File: src/rtl/tube_scan_ctrl.sv
// Seven-segment tube controller: clocked capture of IO write data and an eight-digit scan sequencer.
// Optional build macro TUBE_LEADING_ZERO_BLANK_EN blanks leading zero digits (digit 0 always shown).
module tube_scan_ctrl #(
    parameter int CLK_DIV   = 100000,
    parameter int BLANK_CYC = 2
) (
    input  logic        clk,
    input  logic        rst_n,
    input  logic        TubeCtrl_i,
    input  logic        iow_i,
    input  logic [31:0] iowrite_data_i,
    output logic [7:0]  seg_o,
    output logic [7:0]  an_o,
    output logic        wr_ack_o,
    output logic [31:0] disp_data_o
);

    // One extra bit so CLK_DIV-BLANK_CYC stays representable when BLANK_CYC is 0.
    localparam int CW = $clog2(CLK_DIV + 1);
    localparam logic [CW-1:0] CNT_LAST  = CW'(CLK_DIV - 1);
    localparam logic [CW-1:0] CNT_BLANK = CW'(CLK_DIV - BLANK_CYC);

    function automatic logic [7:0] hex_decode(input logic [3:0] nib);
        logic [7:0] s;
        case (nib)
            4'h0: s = 8'hC0;  4'h1: s = 8'hF9;  4'h2: s = 8'hA4;  4'h3: s = 8'hB0;
            4'h4: s = 8'h99;  4'h5: s = 8'h92;  4'h6: s = 8'h82;  4'h7: s = 8'hF8;
            4'h8: s = 8'h80;  4'h9: s = 8'h90;  4'hA: s = 8'h88;  4'hB: s = 8'h83;
            4'hC: s = 8'hC6;  4'hD: s = 8'hA1;  4'hE: s = 8'h86;  default: s = 8'h8E;
        endcase
        return s;
    endfunction

    logic [CW-1:0] cnt_p0;
    logic [2:0]    idx_p0;
    logic [31:0]   disp_p0;
    logic          vld_p0;
    logic          wrap_p0;
    logic [3:0]    nib_p0;
    logic [7:0]    an_next;
    logic [7:0]    seg_next;
    logic          vld_p1;
    logic [7:0]    an_p1;
    logic [7:0]    seg_p1;

    always_comb begin
        vld_p0   = TubeCtrl_i & iow_i;
        wrap_p0  = (cnt_p0 == CNT_LAST);
        nib_p0   = disp_p0[{idx_p0, 2'b00} +: 4];
        an_next  = (cnt_p0 < CNT_BLANK) ? ~(8'b1 << idx_p0) : 8'hFF;
        seg_next = hex_decode(nib_p0);
`ifdef TUBE_LEADING_ZERO_BLANK_EN
        // Digit k is a leading zero when it and every nibble above it are zero.
        if ((idx_p0 != 3'd0) && ((disp_p0 >> {idx_p0, 2'b00}) == 32'd0)) begin
            an_next  = 8'hFF;
            seg_next = 8'hFF;
        end
`endif
    end

    // p0 -> p1: scan state and capture feed the registered pin drivers
    always_ff @(posedge clk or posedge rst_n) begin
        if (rst_n) begin
            cnt_p0  <= '0;
            idx_p0  <= 3'd0;
            disp_p0 <= 32'd0;
            vld_p1  <= 1'b0;
            an_p1   <= 8'hFE;
            seg_p1  <= 8'hC0;
        end else begin
            cnt_p0 <= wrap_p0 ? '0 : cnt_p0 + 1'b1;
            if (wrap_p0) begin
                idx_p0 <= idx_p0 + 3'd1;
            end
            if (vld_p0) begin
                disp_p0 <= iowrite_data_i;
            end
            vld_p1 <= vld_p0;
            an_p1  <= an_next;
            seg_p1 <= seg_next;
        end
    end

    assign seg_o       = seg_p1;
    assign an_o        = an_p1;
    assign wr_ack_o    = vld_p1;
    assign disp_data_o = disp_p0;

endmodule

File: config.mk
export PLATFORM = sky130hd
export DESIGN_NAME = tube_scan_ctrl
export DESIGN_NICKNAME = d
export VERILOG_FILES = /design/src/rtl/tube_scan_ctrl.sv
export SDC_FILE = /design/constraint.sdc
export NUM_CORES = 1
export LEC_CHECK = 0
export BUFFER_PORTS_ARGS = -buffer_cell sky130_fd_sc_hd__clkbuf_2
export CAP_MARGIN = 20
export CORE_ASPECT_RATIO = 0.5
export CORE_UTILIZATION = 54
export CTS_BUF_LIST = sky130_fd_sc_hd__clkbuf_4 sky130_fd_sc_hd__clkbuf_8
export DETAILED_ROUTE_END_ITERATION = 8
export GPL_TIMING_DRIVEN = 0
export PLACE_DENSITY = 0.82
export SLEW_MARGIN = 20
export SYNTH_ARGS = -nofsm -noshare
export SYNTH_HDL_FRONTEND = slang
export SYNTH_SLANG_ARGS = --single-unit
File: constraint.sdc
create_clock -name clk -period 3 [get_ports clk]
set_clock_uncertainty 0.2 [all_clocks]
set_input_delay 0.45 -clock clk [delete_from_list [all_inputs] [get_ports clk]]
set_output_delay 0.45 -clock clk [all_outputs]
set_load 0.1 [all_outputs]
==> results of run 1 <==
critical path, cell delays in order, from the launching register on:
cell and delay [ns]:
dfrtp_1 0.38, buf_6 0.19, mux4_2 0.52, mux2i_1 0.50, inv_1 0.16, ha_1 0.28
a22oi_1 0.20, o31ai_1 0.10
metal layers:
layer,vias up,part of all wire
met1,1148,0.39
met4,0,0.027
li1,1031,-
met3,20,0.051
met5,-,0
met2,73,0.53
cells in the mapped netlist (all sizes together) (2+ instances only):
master	instances	area, µm²
inv	10	37.53
nand2	18	67.56
o21ai	6	30.03
mux2i	10	112.6
dfstp	8	210.2
a22o	3	26.28
buf	8	50.04
a21oi	3	15.01
mux2	33	375.4
ha	12	150.1
and3	4	25.02
nand4	3	18.77
dfrtp	60	1501
xnor2	7	61.31
clkbuf	2	7.510
nand3	7	35.03
xor2	7	61.31
nor2b	2	12.51
nor2	17	63.81
nor4	2	12.51
mux4	8	180.2
registers in the layout, indices dropped and copies added, names as in the netlist:
signal / cells
seg_o: 7
an_o: 8
idx_p0: 3
wr_ack_o: 1
disp_data_o: 32
cnt_p0: 17
cells by family after synthesis:
| group | Yosys count | share of synthesized area |
|---|---|---|
| flops | 68 | 0.5450 |
| simple gates | 58 | 0.08645 |
| mux | 51 | 0.2127 |
| buf+inv | 20 | 0.03028 |
| compound gates | 18 | 0.03746 |
| xor+xnor | 14 | 0.03904 |
| fa+ha+maj | 12 | 0.04781 |
| other cells | 1 | 0.001194 |
worst min path at each step:
stage	from	end	slack, ns	cells past startpoint
final	iowrite_data_i[14]	disp_data_o[14]$_DFFE_PP0P_	0.14	2
after global routing	iowrite_data_i[14]	disp_data_o[14]$_DFFE_PP0P_	0.13	2
after CTS	iowrite_data_i[14]	disp_data_o[14]$_DFFE_PP0P_	0.12	2
after detailed placement	rst_n	disp_data_o[1]$_DFFE_PP0P_	0.26	2
after global placement	cnt_p0[0]$_DFF_PP0_	cnt_p0[0]$_DFF_PP0_	0.26	1
after floorplan	cnt_p0[0]$_DFF_PP0_	cnt_p0[0]$_DFF_PP0_	0.25	1
what timing repair did:
action                                 CTS  global route
endpoints found under the hold margin   30             0
hold buffers                             1             0
buffers inserted                         0             0
metrics by stage:
stage	hold WS [ns]	power [mW]	worst slack, ns	utilization
3_3_place_gp	0.2638	2.063	0.04479	0.6585
3_5_place_dp	0.2624	2.094	0.4030	0.6625
2_1_floorplan	0.2473	1.913	0.4275	-
4_1_cts	0.1237	2.877	0.3316	0.7021
6_report	0.1391	2.857	0.3257	0.7021
5_1_grt	0.1271	2.957	0.1395	0.7021
layout make-up:
type / instances / area (µm²) / area share
clock inverter: 2 / 35.03 / 0.009009
inverter: 10 / 40.04 / 0.01030
timing repair buffer: 85 / 445.4 / 0.1145
multi-input combinational: 154 / 1334 / 0.3430
buffer: 10 / 57.56 / 0.01480
sequential: 68 / 1712 / 0.4402
clock buffer: 14 / 173.9 / 0.04472
tap: 73 / 91.34 / 0.02349
power by group through the flow:
| stage | registers [mW] | logic [mW] | clock network, mW |
|---|---|---|---|
| detailed placement | 1.08 | 1.01 | 0 |
| global placement | 1.07 | 0.994 | 0 |
| CTS | 1.06 | 1.02 | 0.795 |
| finish | 1.06 | 1.01 | 0.778 |
| floorplan | 1.72 | 0.197 | 0 |
| global route | 1.07 | 1.05 | 0.835 |
==> reports/results.txt, run 1 <==
R2R Setup Slk: 0.33 ns
TNS Setup: 0 ns
Total CTS buffers: 9
RR Startpoint: idx_p0[0]$_DFFE_PP0N_
GRT Overall Usage: 0.2449
DP Wirelength: 4739 µm
Seq/Total Area, Yosys: 0.5450
Slew Limit Fails: 0
Worst VDD drop: 0.0005120 V
Row cnt: 19
Clock Latency Late Sink: 0.34 ns
Leakage: 1.902 nW
HP Class: in2reg
First-pass GRT wire length: 11010 µm
Post-Route WL: 6623 µm
# IOs: 85
Normalized max-slew margin: 0.5678
Commonest non-fill, non-tap cell in the layout: clkbuf_2
Worst Reg2Reg Path Length in Cells: 7
Crit Path Class: reg2reg
Area delta synth->final: 23.82%
Crit path time final: 2.674 ns
# fillers: 369
Reg-to-Reg End: seg_o[0]$_DFF_PP0_
Met3 Track Usage GR: 0.08197
Syn Nets: 290
Post-Layout Inst Area: 0.003889 mm²
Comb pwr share: 0.355
DR pass1 iterations: 4
Switching part of the total: 0.4200
Die height: 55.93 µm
Vias per cell: 5.462
Met1 Use GR: 0.2840
Total power per unit cell area: 734.8 mW/mm²
Worst setup path endpoint: seg_o[0]$_DFF_PP0_
Global route hottest layer: met2
Tightest Pin Transition: 0.6483 ns
Synth Warn #: 0
CTS tree: built
Primary FF master, synth: dfrtp_1
Initial drt markers: 63
Setup crit end kind: flip-flop
Residual DRC: 0
WL per Instance: 15.92 µm
Routed Antenna Nets: 0
Final nets: 386
Max Root-Sink Buffers: 2
Synthesized area: 0.003141 mm²
EDFF count, synth: 0
Distinct cell type count after synthesis: 40
Status: finished clean
Syn Area/Cell: 12.98 µm²
WP data required: 3.01 ns
Post-Place Cell Area: 0.003670 mm²
Most frequent cells in the layout: clkbuf_2 (83), dfrtp_1 (60), mux2_2 (32), nand2_1 (18), nor2_1 (17)
Largest net degree at the start of global routing: 39
Initial Util: 0.5670
Core Area: 0.005539 mm²
P_sw: 1.200 mW
Placed Instances: 399
Flop pwr share: 0.373
Antenna violations before repair: 0
Die W: 109.9 µm
Clock transition at the registers of the reported paths: 0.07 ns
Maxcap violations: 0
Number of gates resized after cts: 0
Port buffer count: 83
Detailed-route via count: 2272
Fin crit share: 0.8914
Worst setup path start: idx_p0[0]$_DFFE_PP0N_
Pint: 1.657 mW
Fmax: 0.3739 GHz
Ant. Diodes: 0
Setup violators final: 0
Die ar.: 0.006143 mm²
Htree depth: 3
Met2 Usage GRT: 0.4134
Mapped Cells: 242
Clk root buf: clkbuf_8
Critical path arrival: 2.69 ns
Clock sink total: 68
RSZ-0062 raised after global routing: no
CP Max Fanout: 9
Startpoint types: flip-flop
GP Congestion: 0.8108
Number of synthesized register bits: 68
Number of global-route vias before repair: 2343
GRT overflow: 0
Async SR Flop Fraction: 1.000
Clock Power Share: 0.272
Share of cells above drive strength 1: 0.4606
Final Hold Fails: 0
Final Non-Filler Cells: 416
(Power assumes the default switching activity.)
==> run 2: changes to the inputs <==
--- a/config.mk
+++ b/config.mk
@@ -11,8 +11,7 @@
 export CORE_UTILIZATION = 54
 export CTS_BUF_LIST = sky130_fd_sc_hd__clkbuf_4 sky130_fd_sc_hd__clkbuf_8
 export DETAILED_ROUTE_END_ITERATION = 8
-export GPL_TIMING_DRIVEN = 0
-export PLACE_DENSITY = 0.82
+export PLACE_DENSITY_LB_ADDON = 0.2
 export SLEW_MARGIN = 20
 export SYNTH_ARGS = -nofsm -noshare
 export SYNTH_HDL_FRONTEND = slang
==> run 2 against run 1 <==
  * Sequential share of layout area up 0.54 points
  * Clock power is 6.3% lower
  * Power decreased by 2.0%
  * Non-clock buffer count decreased by 7
  * Via count fell by 6.7%
  * Utilization shrank 0.86 points
  * Cell count is 1.7% lower
  * Sequential power is essentially flat
  * Global-route usage is 2.0 points lower
  * Worst setup slack worse by 0.036 ns
  * Clock-buffer cell count increased by 1
==> reports/results.txt, run 2 (synthesis gave the netlist of run 1 again) <==
GRT Overall Usage: 0.2253 (-0.01968)
Placed Instances: 392 (-1.8%)
Fin crit share: 0.9035 (+0.01211)
Port buffer count: 83 (unchanged)
Crit path time final: 2.711 ns (+0.03632 ns)
RSZ-0062 raised after global routing: no
Routed Antenna Nets: 0 (unchanged)
Share of cells above drive strength 1: 0.4643 (+0.003644)
# IOs: 85 (unchanged)
Initial drt markers: 41 (-35%)
Slew Limit Fails: 0 (unchanged)
Clock transition at the registers of the reported paths: 0.07 ns (about the same)
Final Non-Filler Cells: 409 (-1.7%)
WP data required: 3.01 ns (about the same)
Ant. Diodes: 0 (unchanged)
Residual DRC: 0 (unchanged)
Maxcap violations: 0 (unchanged)
Worst VDD drop: 0.0004784 V (-6.6%)
TNS Setup: 0 ns (unchanged)
Clock Latency Late Sink: 0.33 ns (about the same)
Max Root-Sink Buffers: 2 (unchanged)
Largest net degree at the start of global routing: 69 (+77%)
Htree depth: 3 (unchanged)
Vias per cell: 5.183 (-5.1%)
Max reg flops: 32 (unchanged)
Clock sink total: 68 (unchanged)
First-pass GRT wire length: 10230 µm (-7.1%)
Area delta synth->final: 22.31%
Status: finished clean
Commonest non-fill, non-tap cell in the layout: clkbuf_2
Post-layout total power: 2.800 mW (-2.0%)
Die height: 55.93 µm (unchanged)
Initial Util: 0.5670 (unchanged)
HP Class: in2reg
Tightest Pin Transition: 0.5518 ns (-0.09645 ns)
Post-Layout Inst Area: 0.003841 mm² (-1.2%)
Row cnt: 19 (unchanged)
Most frequent cells in the layout: clkbuf_2 (83), dfrtp_1 (60), mux2_2 (32), nand2_1 (18), nor2_1 (17)
GP Congestion: 0.7761 (-4.3%)
DR pass1 iterations: 4 (unchanged)
Setup crit end kind: flip-flop
Setup violators final: 0 (unchanged)
Number of gates resized after cts: 0 (unchanged)
CP Max Fanout: 11 (+2)
Antenna violations before repair: 0 (unchanged)
Total power per unit cell area: 728.9 mW/mm² (-0.81%)
DP Wirelength: 4349 µm (-8.2%)
Final nets: 379 (-1.8%)
Crit Path Class: reg2reg
Post-Route WL: 5996 µm (-9.5%)
Startpoint types: flip-flop
CTS tree: built
Normalized max-slew margin: 0.6337 (+0.06587)
Fin util: 0.6935 (-0.008584)
Detailed-route via count: 2120 (-6.7%)
WL per Instance: 14.66 µm (-7.9%)
Core Area: 0.005539 mm² (unchanged)
Total CTS buffers: 9 (unchanged)
Number of global-route vias before repair: 2152 (-8.2%)
GRT overflow: 0 (unchanged)
Fmax: 0.3689 GHz (-1.3%)
Die ar.: 0.006143 mm² (unchanged)
Critical path arrival: 2.72 ns (+0.03 ns)
Leakage: 1.880 nW (-1.2%)
Die W: 109.9 µm (unchanged)
Post-Place Cell Area: 0.003632 mm² (-1.0%)
Clk root buf: clkbuf_8
Final Hold Fails: 0 (unchanged)
==> run 2: cell types whose count changed in the layout (fill, tap and decap cells not counted) <==
| cell | before | now |
|---|---|---|
| buf_2 | 1 | 0 |
| inv_2 | 1 | 2 |
| inv_4 | 1 | 0 |
| buf_1 | 3 | 0 |
| buf_6 | 1 | 0 |
| clkbuf_1 | 2 | 0 |
| bufinv_16 | 1 | 0 |
| clkbuf_4 | 3 | 2 |
| clkbuf_8 | 11 | 13 |
==> run 2: stage by stage <==
stage | hold WS (ns) | setup slack [ns]
global route | 0.1256 | 0.06085
finish | 0.1419 | 0.2894
CTS | 0.1277 | 0.2565
global placement | 0.2670 | 0.3940
detailed placement | 0.2819 | 0.2740
floorplan | 0.2473 | 0.4275
==> run 2: layout make-up <==
class,instances,area (µm²)
sequential,68,1712
fill,395,1698
multi-input combinational,154,1334
timing repair buffer,88,467.9
clock buffer,15,193.9
tap,73,91.34
inverter,10,37.54
clock inverter,1,5.005
==> run 2: critical path, cell delays in order, from the launching register on <==
cell,delay (ns)
dfrtp_1,0.68
mux4_2,0.58
mux2i_1,0.43
inv_1,0.14
ha_1,0.27
a22oi_1,0.19
o31ai_1,0.09
==> run 2: worst paths after layout <==
check	from	to	slack, ns	depth (start not counted)
worst max-delay path	idx_p0[0]$_DFFE_PP0N_	seg_o[0]$_DFF_PP0_	0.29	6
worst max register to register	idx_p0[0]$_DFFE_PP0N_	seg_o[0]$_DFF_PP0_	0.29	6
worst min register to register	cnt_p0[0]$_DFF_PP0_	cnt_p0[0]$_DFF_PP0_	0.29	1
max in group asynchronous	rst_n	an_o[5]$_DFF_PP1_	1.75	4
min in group asynchronous	rst_n	cnt_p0[14]$_DFF_PP0_	0.51	4
worst min-delay path	iowrite_data_i[22]	disp_data_o[22]$_DFFE_PP0P_	0.14	2
==> run 2: metal layers <==
| metal | share of wire | up-vias | track usage |
|---|---|---|---|
| met2 | 0.48 | 54 | 0.3446 |
| met3 | 0.051 | 9 | 0.07377 |
| met5 | 0 | - | 0 |
| li1 | - | 1023 | - |
| met1 | 0.46 | 1034 | 0.3024 |
| met4 | 0.015 | 0 | 0.08000 |
==> run 2: report_power, final <==
| group | switching, mW | internal, mW | leakage [nW] |
|---|---|---|---|
| Sequential | 0.0613 | 1.01 | 0.827 |
| Combinational | 0.811 | 0.192 | 0.947 |
| Clock | 0.320 | 0.409 | 0.107 |
==> run 2: timing repair <==
action                                  4_1_cts  5_1_grt
endpoints found under the setup margin        0        0
hold buffers                                  1        0
endpoints found under the hold margin        60        0
buffers inserted                              0        0
==> run 3: changes to the inputs <==
--- a/config.mk
+++ b/config.mk
@@ -8,7 +8,7 @@
 export BUFFER_PORTS_ARGS = -buffer_cell sky130_fd_sc_hd__clkbuf_2
 export CAP_MARGIN = 20
 export CORE_ASPECT_RATIO = 0.5
-export CORE_UTILIZATION = 54
+export CORE_UTILIZATION = 49
 export CTS_BUF_LIST = sky130_fd_sc_hd__clkbuf_4 sky130_fd_sc_hd__clkbuf_8
 export DETAILED_ROUTE_END_ITERATION = 8
 export PLACE_DENSITY_LB_ADDON = 0.2
==> constraint.sdc (replaced) <==
create_clock -name clk -period 2.29 [get_ports clk]
set_clock_uncertainty 0.2 [all_clocks]
set_input_delay 0.3435 -clock clk [delete_from_list [all_inputs] [get_ports clk]]
set_output_delay 0.3435 -clock clk [all_outputs]
set_load 0.1 [all_outputs]
==> run 3 against run 2 <==
  * Hold slack lost 0.11 ns
  * Non-clock buffer count grew 12
  * Clock-buffer cell count shrank 1
  * Power grew 34%
  * Final area grew 4.9%
  * Via count grew 2.0%
  * Critical path depth grew 2
  * Sequential share of layout area shrank 1.5 points
  * Critical path type unchanged
  * Critical endpoint is now seg_o[3]$_DFF_PP0_
  * Largest power group unchanged
==> reports/results.txt, run 3 (synthesis gave the netlist of run 1 again) <==
Fmax: 0.4461 GHz (+21%)
Setup violators final: 0 (unchanged)
Max Root-Sink Buffers: 2 (unchanged)
Fin util: 0.6573 (-0.03612)
DP Wirelength: 4554 µm (+4.7%)
# IOs: 85 (unchanged)
Largest net degree at the start of global routing: 38 (-45%)
Total power per unit cell area: 933.6 mW/mm² (+28%)
Share of cells above drive strength 1: 0.5575 (+0.09319)
Most frequent cells in the layout: clkbuf_2 (83), dfrtp_1 (41), mux2_2 (32), dfrtp_2 (19), nand2_1 (18)
Antenna violations before repair: 0 (unchanged)
Leakage: 1.915 nW (+1.9%)
GP Congestion: 0.8541 (+10%)
Worst VDD drop: 0.0005034 V (+5.2%)
Total CTS buffers: 9 (unchanged)
Area delta synth->final: 28.33%
Die W: 115.2 µm (+4.9%)
First-pass GRT wire length: 10510 µm (+2.8%)
Crit path time final: 2.241 ns (-0.4691 ns)
Clock transition at the registers of the reported paths: 0.07 ns (about the same)
Worst setup path start: idx_p0[0]$_DFFE_PP0N_
Normalized max-slew margin: 0.6320 (-0.001691)
WL per Instance: 14.44 µm (-1.5%)
Core Area: 0.006131 mm² (+11%)
Critical path arrival: 2.29 ns (-0.43 ns)
Initial drt markers: 60 (+46%)
Setup crit end kind: flip-flop
# fillers: 491 (+24%)
Clock Latency Late Sink: 0.34 ns (about the same)
Clk root buf: clkbuf_8
Pre-CTS setup slack: -0.1130 ns (-0.3870 ns)
Die ar.: 0.006753 mm² (+9.9%)
Worst path cell trace: buf_6, mux4_2, mux2i_4, buf_6, ha_4, nor2_2, a211oi_2, a21oi_1
Post-layout total power: 3.762 mW (+34%)
Startpoint types: flip-flop
Slew Limit Fails: 0 (unchanged)
HP Class: in2reg
Critical path's largest stage delay: 0.53 ns (-0.15 ns)
CTS tree: built
Htree depth: 3 (unchanged)
Vias per cell: 4.959 (-4.3%)
CP Max Fanout: 5 (-6)
Post-Place Cell Area: 0.003711 mm² (+2.2%)
Max reg flops: 32 (unchanged)
Post-route setup slack: 0.04851 ns (-0.2409 ns)
Most frequent cell on the critical path: buf_6
Port buffer count: 83 (unchanged)
Maxcap violations: 0 (unchanged)
Ant. Diodes: 0 (unchanged)
Final nets: 391 (+3.2%)
Commonest non-fill, non-tap cell in the layout: clkbuf_2
RSZ-0062 raised after global routing: yes
Initial Util: 0.5122 (-0.05473)
Routed Antenna Nets: 0 (unchanged)
GRT Overall Usage: 0.2104 (-0.01487)
Number of global-route vias before repair: 2174 (+1.0%)
Detailed-route via count: 2162 (+2.0%)
Worst path slowest cell: mux4_2
Die height: 58.61 µm (+4.8%)
Post-Route WL: 6295 µm (+5.0%)
Residual DRC: 0 (unchanged)
Clock sink total: 68 (unchanged)
RR Startpoint: idx_p0[0]$_DFFE_PP0N_
Post-Layout Inst Area: 0.004030 mm² (+4.9%)
GRT overflow: 0 (unchanged)
WHS: 0.03216 ns (-0.1098 ns)
Min-delay src: iowrite_data_i[17]
Fin crit share: 0.9788 (+0.07529)
Tightest Pin Transition: 0.5544 ns (+0.002548 ns)
WP data required: 2.34 ns (-0.67 ns)
DR pass1 iterations: 4 (unchanged)
Status: finished clean
Final Hold Fails: 0 (unchanged)
Crit Path Class: reg2reg
Row cnt: 20 (+1)
[run 3: cell types whose count changed in the layout (fill, tap and decap cells not counted), moves of 3 or more]
cell	change
clkbuf_8	-3
buf_4	+9
ha_1	-3
dfrtp_2	+19
buf_6	+3
dfrtp_1	-19
[run 3: routing by layer]
metal | track usage | vias up | wire length [µm]
li1 | - | 1041 | -
met1 | 0.2688 | 1056 | 2853
met2 | 0.3425 | 57 | 3040
met3 | 0.06900 | 8 | 316
met4 | 0.07421 | 0 | 85
met5 | 0 | - | 0
[run 3: cell type report]
cell class / instances / area (µm²) / area share
tap: 88 / 110.1 / 0.02732
sequential: 68 / 1735 / 0.4306
multi-input combinational: 154 / 1371 / 0.3403
clock buffer: 14 / 167.7 / 0.04160
clock inverter: 2 / 35.03 / 0.008693
inverter: 10 / 41.29 / 0.01025
timing repair buffer: 100 / 569.3 / 0.1413
[run 3: stage by stage]
| step | TNS (ns) | instances |
|---|---|---|
| final | 0 | 436 |
| after global routing | -0.01316 | 436 |
| after CTS | 0 | 431 |
| after detailed placement | -0.1976 | 411 |
| after global placement | 0 | 411 |
| after floorplan | -0.07429 | 242 |
[run 3: final timing paths]
| path | end | slack, ns | depth (start not counted) |
|---|---|---|---|
| min in group asynchronous | wr_ack_o$_DFF_PP0_ | 0.39 | 4 |
| worst max-delay path | seg_o[3]$_DFF_PP0_ | 0.05 | 8 |
| worst min register to register | cnt_p0[11]$_DFF_PP0_ | 0.30 | 1 |
| worst max register to register | seg_o[3]$_DFF_PP0_ | 0.05 | 8 |
| max in group asynchronous | disp_data_o[22]$_DFFE_PP0P_ | 1.10 | 4 |
| worst min-delay path | disp_data_o[17]$_DFFE_PP0P_ | 0.03 | 2 |
[run 3: what timing repair did]
item / 4_1_cts / 5_1_grt
endpoints found under the setup margin: 4 / 3
hold buffers: 1 / 0
setup buffers: 3 / 5
endpoints found under the hold margin: 60 / 0
gates cloned: 0 / 0
gates resized for setup: 1 / 10
[run 3: where the power goes]
part           switching, mW  total, mW  internal [mW]  leakage, nW
sequential            0.0813       1.41           1.33        0.807
clock                  0.418      0.999          0.581        0.108
combinational           1.08       1.35          0.278         1.00
[run 3: worst max-delay path: cells and delay by family, from the launching register on]
family | cells | cell delay (ns)
AO/OA/AOI/OAI | 2 | 0.21
multiplexers | 2 | 0.76
adder cells (fa/ha/maj) | 1 | 0.19
AND/OR/NAND/NOR | 1 | 0.11
flip-flops | 1 | 0.39
buffers and inverters | 2 | 0.28
